[src/rtl/contador_pkg.sv]
// Shared constants and types for the universal counter.
// Saturation instead of wrap is selected with CONTADOR_SATURACAO_EN.
package contador_pkg;

    localparam int CONT_WIDTH_DEF = 4;

    localparam logic CONT_UP   = 1'b1;
    localparam logic CONT_DOWN = 1'b0;

    typedef enum logic [2:0] {
        ACAO_HOLD,
        ACAO_PRESET,
        ACAO_LOAD,
        ACAO_INC,
        ACAO_DEC
    } acao_e;

endpackage

[src/rtl/contador_prox_estado.sv]
// Next-count arithmetic: priority decode, clamp, wrap or saturate.
// CONTADOR_SATURACAO_EN turns end-of-range wrap into saturation.
module contador_prox_estado
    import contador_pkg::*;
#(
    parameter int WIDTH   = CONT_WIDTH_DEF,
    parameter int MODULUS = 2 ** WIDTH
) (
    input  logic [WIDTH-1:0] q,
    input  logic             preset_n,
    input  logic             load,
    input  logic [WIDTH-1:0] d,
    input  logic             enable,
    input  logic             up_down,
    output logic [WIDTH-1:0] q_next
);

    localparam logic [WIDTH-1:0] Q_MAX   = WIDTH'(MODULUS - 1);
    localparam logic [WIDTH:0]   MOD_EXT = (WIDTH + 1)'(MODULUS);
    localparam logic [WIDTH-1:0] ZERO    = '0;
    localparam logic [WIDTH-1:0] ONE     = WIDTH'(1);

    acao_e            acao;
    logic [WIDTH-1:0] d_clamp;
    logic [WIDTH-1:0] q_inc;
    logic [WIDTH-1:0] q_dec;

    always_comb begin
        acao = ACAO_HOLD;
        priority case (1'b1)
            !preset_n:                     acao = ACAO_PRESET;
            load:                          acao = ACAO_LOAD;
            enable && up_down == CONT_UP:  acao = ACAO_INC;
            enable:                        acao = ACAO_DEC;
            default:                       acao = ACAO_HOLD;
        endcase
    end

    assign d_clamp = ({1'b0, d} >= MOD_EXT) ? Q_MAX : d;

    // Out-of-range q is unreachable; still folded back into range.
    always_comb begin
        q_inc = q + ONE;
        if (q >= Q_MAX) begin
`ifdef CONTADOR_SATURACAO_EN
            q_inc = Q_MAX;
`else
            q_inc = ZERO;
`endif
        end
    end

    always_comb begin
        q_dec = q - ONE;
        if (q == ZERO) begin
`ifdef CONTADOR_SATURACAO_EN
            q_dec = ZERO;
`else
            q_dec = Q_MAX;
`endif
        end else if (q > Q_MAX) begin
            q_dec = Q_MAX;
        end
    end

    always_comb begin
        q_next = q;
        unique case (acao)
            ACAO_PRESET: q_next = Q_MAX;
            ACAO_LOAD:   q_next = d_clamp;
            ACAO_INC:    q_next = q_inc;
            ACAO_DEC:    q_next = q_dec;
            default:     q_next = q;
        endcase
    end

endmodule

[src/rtl/contador_universal.sv]
// Universal modulo-N up/down counter with preset, load and cascade tc.
// Build with CONTADOR_SATURACAO_EN to saturate instead of wrapping.
module contador_universal
    import contador_pkg::*;
#(
    parameter int WIDTH   = CONT_WIDTH_DEF,
    parameter int MODULUS = 2 ** WIDTH
) (
    input  logic             clock,
    input  logic             reset,
    input  logic             preset,
    input  logic             load,
    input  logic [WIDTH-1:0] d,
    input  logic             enable,
    input  logic             up_down,
    output logic [WIDTH-1:0] Q,
    output logic             tc
);

    localparam logic [WIDTH-1:0] Q_MAX = WIDTH'(MODULUS - 1);

    logic [WIDTH-1:0] q_q;
    logic [WIDTH-1:0] q_d;

    contador_prox_estado #(
        .WIDTH   (WIDTH),
        .MODULUS (MODULUS)
    ) u_prox (
        .q        (q_q),
        .preset_n (preset),
        .load     (load),
        .d        (d),
        .enable   (enable),
        .up_down  (up_down),
        .q_next   (q_d)
    );

    always_ff @(posedge clock or negedge reset) begin
        if (!reset) begin
            q_q <= '0;
        end else begin
            q_q <= q_d;
        end
    end

    // Zero-latency terminal count so stages cascade without skew.
    always_comb begin
        tc = 1'b0;
        if (enable) begin
            if (up_down == CONT_UP) begin
                tc = (q_q == Q_MAX);
            end else begin
                tc = (q_q == '0);
            end
        end
    end

    assign Q = q_q;

endmodule

[config.mk]
export PLATFORM = sky130hd
export DESIGN_NAME = contador_universal
export DESIGN_NICKNAME = d
export VERILOG_FILES = /design/src/rtl/contador_pkg.sv /design/src/rtl/contador_prox_estado.sv /design/src/rtl/contador_universal.sv
export SDC_FILE = /design/constraint.sdc
export NUM_CORES = 1
export LEC_CHECK = 0
export CORE_AREA = 10 10 47 49
export DETAILED_ROUTE_END_ITERATION = 10
export DIE_AREA = 0 0 57 59
export PLACE_DENSITY = 0.57
export SLEW_MARGIN = 30
export SYNTH_ARGS = -nofsm -noshare
export SYNTH_HDL_FRONTEND = slang
export SYNTH_SLANG_ARGS = --single-unit
[constraint.sdc]
create_clock -name clock -period 1.4 [get_ports clock]
set_clock_uncertainty 0.05 [all_clocks]
set_input_delay 0.42 -clock clock [delete_from_list [all_inputs] [get_ports clock]]
set_output_delay 0.42 -clock clock [all_outputs]
set_load 0.005 [all_outputs]
# After elaboration in Yosys (flattened, before gate mapping)
# Index checks and enable logic that the tools add are counted.
[word_totals]
n_memories = 0
reg_bits = 4
output_inout_bits = 5
input_bits = 10
mem_bits_rw = 0
latch_bits = 0
word_cells = 23
rom_bits = 0
[op_classes]
n_shift = 0
n_bitwise = 0
n_reduce_logical = 3
magnitude_cmp = 2
muxes = 10
n_div = 0
n_eq_ne = 5
addsub = 2
n_mul = 0
[ops]
columns = ["cell", "count"]
rows = [
  ["$pmux 4 s4", 1],
  ["$mux 3", 4],
  ["$mux 4", 3],
  ["$eq 3x2->1 const B", 2],
  ["$add 4x1->4 const B", 1],
  ["$eq 4x4->1 const B", 1],
  ["$ge 4x4->1 const B", 1],
  ["$gt 4x4->1 const B", 1],
  ["$logic_not 4->1", 1],
  ["$reduce_bool 4->1", 1],
  ["$sub 4x1->4 const B", 1],
  ["$eq 3x1->1 const B", 1],
  ["$eq 3x3->1 const B", 1],
  ["$mux 1", 2],
  ["$logic_and 1x1->1", 1],
]

# Logic depth before layout (Yosys ltp)
[logic_depth]
ltp_word = 6
ltp_mapped = 6
mapped_depth_nobuf = 6

# Hierarchy
# From an unflattened synthesis, not the netlist that was laid out.
[hier_totals]
cells_unflattened = 43
hier_area_um2 = 359.1
[modules_own_cells]
columns = ["mod", "cells_each", "area_per_inst_um2", "seq_area_each_um2", "n_inst"]
rows = [
  ["contador_prox_estado", 34, 229.0, 0.0, 1],
  ["contador_universal", 9, 130.1, 100.1, 1],
]

# Worst setup path after synthesis
# OpenSTA, ideal clock, no wires.
[synth_path]
path_type = "reg2out"
from = "register q_q[0] (netlist: Q[0])"
to = "output tc"
t_arrival_ps = 1076
required_time_ps = 930
setup_slack_ps = -146
path_buffers = 0
path_stages_with_launch = 6
cell_sequence = "dfrtp_1 > inv_1 > ha_1 > nor4b_1 > a21oi_1 > nor2_1"
[synth_via]
elab_chain_cells = 3
elab_cells_between_ends = 4
classes_between = "eq/ne: 1; mux: 2; reduce/logical: 1"
[synth_rtl]
columns = ["element", "line", "text"]
rows = [
  ["start, declared", "contador_universal.sv:22", "logic [WIDTH-1:0] q_q;"],
  ["start signal, assigned", "contador_universal.sv:42", "q_q <= q_d;"],
  ["$eq 4x4->1 or $logic_not 4->1 (tied branches)", "contador_universal.sv:51, contador_universal.sv:53", ""],
  ["$mux 1 *", "contador_universal.sv:50", "if (up_down == CONT_UP) begin"],
  ["$mux 1 *", "contador_universal.sv:49", "if (enable) begin"],
  ["end, declared", "contador_universal.sv:17", "output logic tc"],
]
# Every way passes the cells marked *; elsewhere a longest branch is shown, timed or not.

# Worst setup path in the final report
[layout_path]
from = "register q_q[1] (netlist: Q[1])"
to = "output Q[1]"
[layout_lines]
columns = ["element", "line", "text"]
rows = [
  ["end, declared", "contador_universal.sv:16", "output logic [WIDTH-1:0] Q,"],
]
# No word-level cell between the ends.

==> results.py <==
metrics = {
    "run_status": {
        "outcome": "complete, but fails checks",
        "violations": "setup timing",
    },
    "power": {
        "powerDensity_mw_per_mm2": 723,
        "leakage_nw": 0.317,
        "power.total_uw": 509,
        "switchingPower_uw": 152,
        "p_seq_share_pct": 27.1,
        "switching_share_pct": 29.8,
        "intPower_uw": 358,
        "pwr-share-clk_pct": 31.4,
        "pwr-share-comb_pct": 41.4,
        "vdd_drop_max_uv": 429,
    },
    "detailed_routing": {
        "first_iter_violations": 1,
        "viasPerCell": 4.67,
        "drc": 0,
        "wl_per_cell_um": 12.5,
        "postRouteAntennaNets": 0,
        "first_pass_iters": 4,
        "vias": 444,
        "wirelength_mm": 1.19,
    },
    "synthesis": {
        "syn_inst": 46,
        "synth_top_cells_by_count": "inv_1, nand2_1, nor2_1",
        "yosysTopAreaCell": "dfrtp_1",
        "synth_fp_nets": 58,
        "synthTopCellsByArea": "dfrtp_1, ha_1, a21oi_1",
        "synth_top_area_share_pct": 28.7,
        "synth_area_um2": 349,
        "synth_warnings": 0,
        "ys_async_sr_fraction_pct": 100,
        "ys_seq_elements": 4,
        "ys_seq_area_share_pct": 28.7,
        "synth_top_flop_cell": "dfrtp_1",
        "synth_edf_count": 0,
        "synth.distinct_cells": 23,
        "avgSynthCellArea_um2": 7.59,
    },
    "cts": {
        "cts.path.max_buffers": 2,
        "cts_tree": "done",
        "cts_sinks": 4,
        "hold_buffers": 0,
        "ctsHtreeMaxLevel": 1,
        "insertion_delay_ns": 0.24,
        "cts_root_buffer": "clkbuf_4",
        "cts_buffers": 3,
        "clkTransAtPathRegs_ns": 0.04,
    },
    "setup_path": {
        "critical_path_required_ns": 0.93,
        "worstSetupEndpointType": "output port",
        "start_kind": "register",
        "arrival_ns": 1.35,
        "crit_type": "reg -> out",
        "cp_max_fo": 4,
    },
    "place": {
        "dp.cells": 88,
        "place.gp.congestion": 0.748,
        "portBuffers": 14,
        "place_hpwl_um": 964,
        "placed_area_um2": 618,
    },
    "die": {
        "core_mm2": 0.00140,
        "die_w_um": 57,
        "dieArea_mm2": 0.00336,
        "rows": 14,
        "io_pins": 15,
        "die_y_um": 59,
        "initial_core_util_pct": 24.9,
    },
    "cells_and_area": {
        "seq_area_um2": 103,
        "largest_register_ffs": 4,
        "antenna_cells": 0,
        "multi_input_area_um2": 278,
        "final_area_um2": 704,
        "final_util_pct": 50.3,
        "syn_to_final_growth_pct": 102,
        "nFillCells": 159,
        "stdcell_count": 95,
        "drive_gt1_share_pct": 48.1,
        "final_nets": 92,
    },
    "global_route": {
        "grt_max_degree": 7,
        "grt_pass1_vias": 477,
        "grt_pass1_wl_mm": 1.93,
        "grt-ovfl-total": 0,
        "antenna_found_initial": 0,
        "grt_usage_pct": 7.06,
        "met2_usage_pct": 13.3,
        "gr-max-usage-layer": "met2",
        "grt_util_met1_pct": 6.70,
        "grtUsageMet3_pct": 1.93,
    },
    "timing": {
        "fmax_mhz": 548,
        "hold_viol": 0,
        "worst_slew_pin_slew_ns": 0.237,
        "setup_tns_ns": -1.48,
        "rsz0062_at_grt": "true",
        "slew_headroom_pct": 84.0,
        "slew_violations": 0,
        "post-route-period-util_pct": 130,
        "final-setup-viol-count": 5,
        "setup_slack_ns": -0.424,
        "timing.final.crit_period_ns": 1.82,
    },
    "job": {
        "max_cap_violations": 0,
    },
    "hold_path": {
        "hp-class": "in -> async",
    },
}
## final cells by class
class,instances,area share [%]
Sequential cell,4,14.6
Clock buffer,4,3.73
Tap cell,16,2.84
Inverter,5,2.66
Timing Repair Buffer,31,36.8
Multi-Input combinational cell,35,39.4
## power by group through the flow
stage | Clock [mW] | Combinational, mW | Sequential, mW
3_3_place_gp | 0 | 0.184 | 0.140
4_1_cts | 0.170 | 0.200 | 0.137
3_5_place_dp | 0 | 0.186 | 0.139
2_1_floorplan | 0 | 0.0701 | 0.144
6_report | 0.160 | 0.211 | 0.138
5_1_grt | 0.171 | 0.233 | 0.140
## cell families after synthesis
| group | share of synthesized area, % |
|---|---|
| mux | 2.87 |
| compound gates | 25.4 |
| buf+inv | 7.88 |
| flops | 28.7 |
| fa+ha+maj | 7.17 |
| simple gates | 22.9 |
| xor+xnor | 5.02 |
## final timing paths
path                       startpoint  depth (start not counted)   end  slack (ns)
setup / recovery                 Q[1]                          3  Q[1]       -0.42
hold / removal                  reset                          1  Q[2]        0.34
setup reg to reg                 Q[0]                          8  Q[0]       -0.36
hold reg to reg                  Q[3]                          3  Q[3]        0.57
max in group asynchronous       reset                          1  Q[0]        0.78
min in group clock               Q[3]                          3  Q[3]        0.57
## layer usage
layer	share of wire, %	routed length, um
met5	0	0
met4	0	0
met3	6.6	78
met2	54	642
met1	39	468
## placed cells by master (no fill, tap or decap), drive strengths merged
cell type,n
buf,21
clkdlybuf4s50,8
nand2,5
nor2,5
inv,5
clkbuf,4
dfrtp,4
a21oi,4
a31oi,3
o211ai,2
o21ai,2
dlygate4sd2,2
ha,2
and3,1
nor4b,1
mux2i,1
xnor2,1
xor2,1
nand2b,1
nand3,1
or3,1
o311a,1
o41ai,1
or3b,1
o22ai,1
## metrics by stage
| step | hold slack, ns | worst slack, ns |
|---|---|---|
| floorplan | 0.0744 | -0.0827 |
| global placement | 0.582 | -0.866 |
| detailed placement | 0.597 | -0.873 |
| CTS | 0.338 | -0.406 |
| global route | 0.361 | -0.496 |
| finish | 0.337 | -0.424 |
## what timing repair did
item                       4_1_cts  5_1_grt
pin swaps                        2        4
buffers inserted                 2        2
setup endpoints to repair        9        8
gates resized for setup         24        7
## critical path, cell delays in order, from the launching register on
cell             delay [ns]
dfrtp_1                0.41
buf_4                  0.15
buf_4                  0.12
clkdlybuf4s50_1        0.43
Power figures use the tool's default switching activity.
==> RTL change (same settings) <==
Set the package constant `CONT_WIDTH_DEF` to 3 (it was 4).
--- a/src/rtl/contador_pkg.sv
+++ b/src/rtl/contador_pkg.sv
@@ -3,5 +3,5 @@
 package contador_pkg;
 
-    localparam int CONT_WIDTH_DEF = 4;
+    localparam int CONT_WIDTH_DEF = 3;
 
     localparam logic CONT_UP   = 1'b1;
Ports: changed (resized Q and d); port bits go from 15 to 13. The function was not compared with the original's and may differ.
==> RTL change against the unedited design <==
The run still ends with setup timing left; register-to-register slack gained 0.12 ns; worst setup slack better by 0.047 ns; wire length fell by 12%; design area shrank 7.8%; area after synthesis decreased by 9.0%; sequential power is 25% lower; sequential cell count fell by 1; power shrank 9.7%; first-iteration DRC count increased to 3.0 times the old value; global-route usage fell by 1.3 points; critical path depth grew 2; highest routed layer is now met4.
==> RTL change: results (changes against the unedited design) <==
The flow ran to the end, but the final reports show violations. The final reports fail on setup timing. The tools report the fraction of power consumed by combinational cells as 45.8% (+4.4 points). The clock tree cell share of total cell area was 4.05% (+0.32 points).

The ratio of cells with drive above 1 in the final layout was 51.6% (+3.5 points); the setup-violating endpoint count in the final report was 4 (-1). The number of non-clock buffers was 26 (-16%); the count of nets after finishing was 76 (-17%). The DRC violation total after the first TritonRoute iteration came out at 3 (+2).

For the setup TNS, the log shows -0.906 ns (+0.569 ns). The commonest cells after synthesis are 4 x sky130_fd_sc_hd__ha_1, 3 x sky130_fd_sc_hd__a21oi_1, 3 x sky130_fd_sc_hd__dfrtp_1. The detailed-routing iteration count for the pre-antenna-repair pass was 2 (-2); the half-perimeter wire length of the detailed placement result was 748 µm (-22%). Inverter count of the layout excluding clock inverters: 2 (-3). For the reported net switching power, the log shows 0.000134 W (-12%). For the register-to-register setup slack, the log shows -0.24 ns (+0.12 ns).

The logs give 5.79% (-1.3 points) for the global-route usage over all layers and 537 µm² (-13%) for the instance area at placement. The tools report the worst slack on hold paths as 0.322 ns (-0.0147 ns). The worst path arrival time came out at 1.31 ns (-0.04 ns).

Following the worst setup path forward leads to its endpoint at tc. The proportion of final cell area spent on non-clock buffers came out at 33.1% (-3.6 points). The power in the clock group is 0.000146 W (-9%). The critical path's slowest cell is sky130_fd_sc_hd__dfrtp_1.

The worst reg2reg path startpoint was Q[1]$_DFFE_PN0P_. The synthesis-stage register bit count works out to 3 (-1). For the worst-case setup slack after placement, the log shows -0.682 ns (+0.191 ns). The fraction of area in registers was 11.8% (-2.8 points); the post-route worst setup slack was -0.377 ns (+0.0474 ns). The worst register-to-register path ends at Q[2]$_DFFE_PN0P_. In the post-synthesis netlist, the biggest area contributors are sky130_fd_sc_hd__dfrtp_1 24%, sky130_fd_sc_hd__ha_1 16%, sky130_fd_sc_hd__mux2i_1 6.3%.

Net count after synthesis: 46 (-21%). The peak supply drop was 0.481 mV (+12%). The run gives 27 (-23%) as the count of multi-input combinational gates. The global-route wire length before repair was 1590 µm (-18%). The area taken by multi-input logic gates is 304 µm² (+9.5%), and the total wirelength of the detailed-routed design is 1050 µm (-12%).

The final weighted congestion in routability-driven placement was 0.726 (-2.9%); the average instance area after synthesis was 9.63 µm² (+27%). The number of filler cells placed in the layout is 149 (-6.3%).
## RTL change: what timing repair did
| action | 4_1_cts | 5_1_grt |
|---|---|---|
| pin swaps | 2 | 6 |
| buffers inserted | 3 | 3 |
| endpoints found under the setup margin | 6 | 6 |
| gates resized for setup | 15 | 11 |
| hold buffers | 0 | 0 |
## RTL change: critical path: cells and delay by family (launching register included)
family / cells / cell delay (ns)
simple gates: 1 / 0.06
flops: 1 / 0.41
mux: 1 / 0.13
buf+inv: 1 / 0.12
fa+ha+maj: 2 / 0.36
## RTL change: layer usage
metal,up-vias,routed length (µm),GRT usage [%]
met5,-,0,0
met4,0,6,3.02
met3,2,93,3.22
met2,11,505,9.15
met1,166,443,6.04
li1,189,-,-
## RTL change: cell families (layout without fill, tap and decap cells)
group           Yosys count  after routing  synth area share (%)
buf+inv                   3             32                  5.91
simple gates             10             10                  24.8
flops                     3              3                  23.6
compound gates           10             10                  20.9
fa+ha+maj                 4              4                  15.7
xor+xnor                  1              1                  2.76
mux                       2              2                  6.30
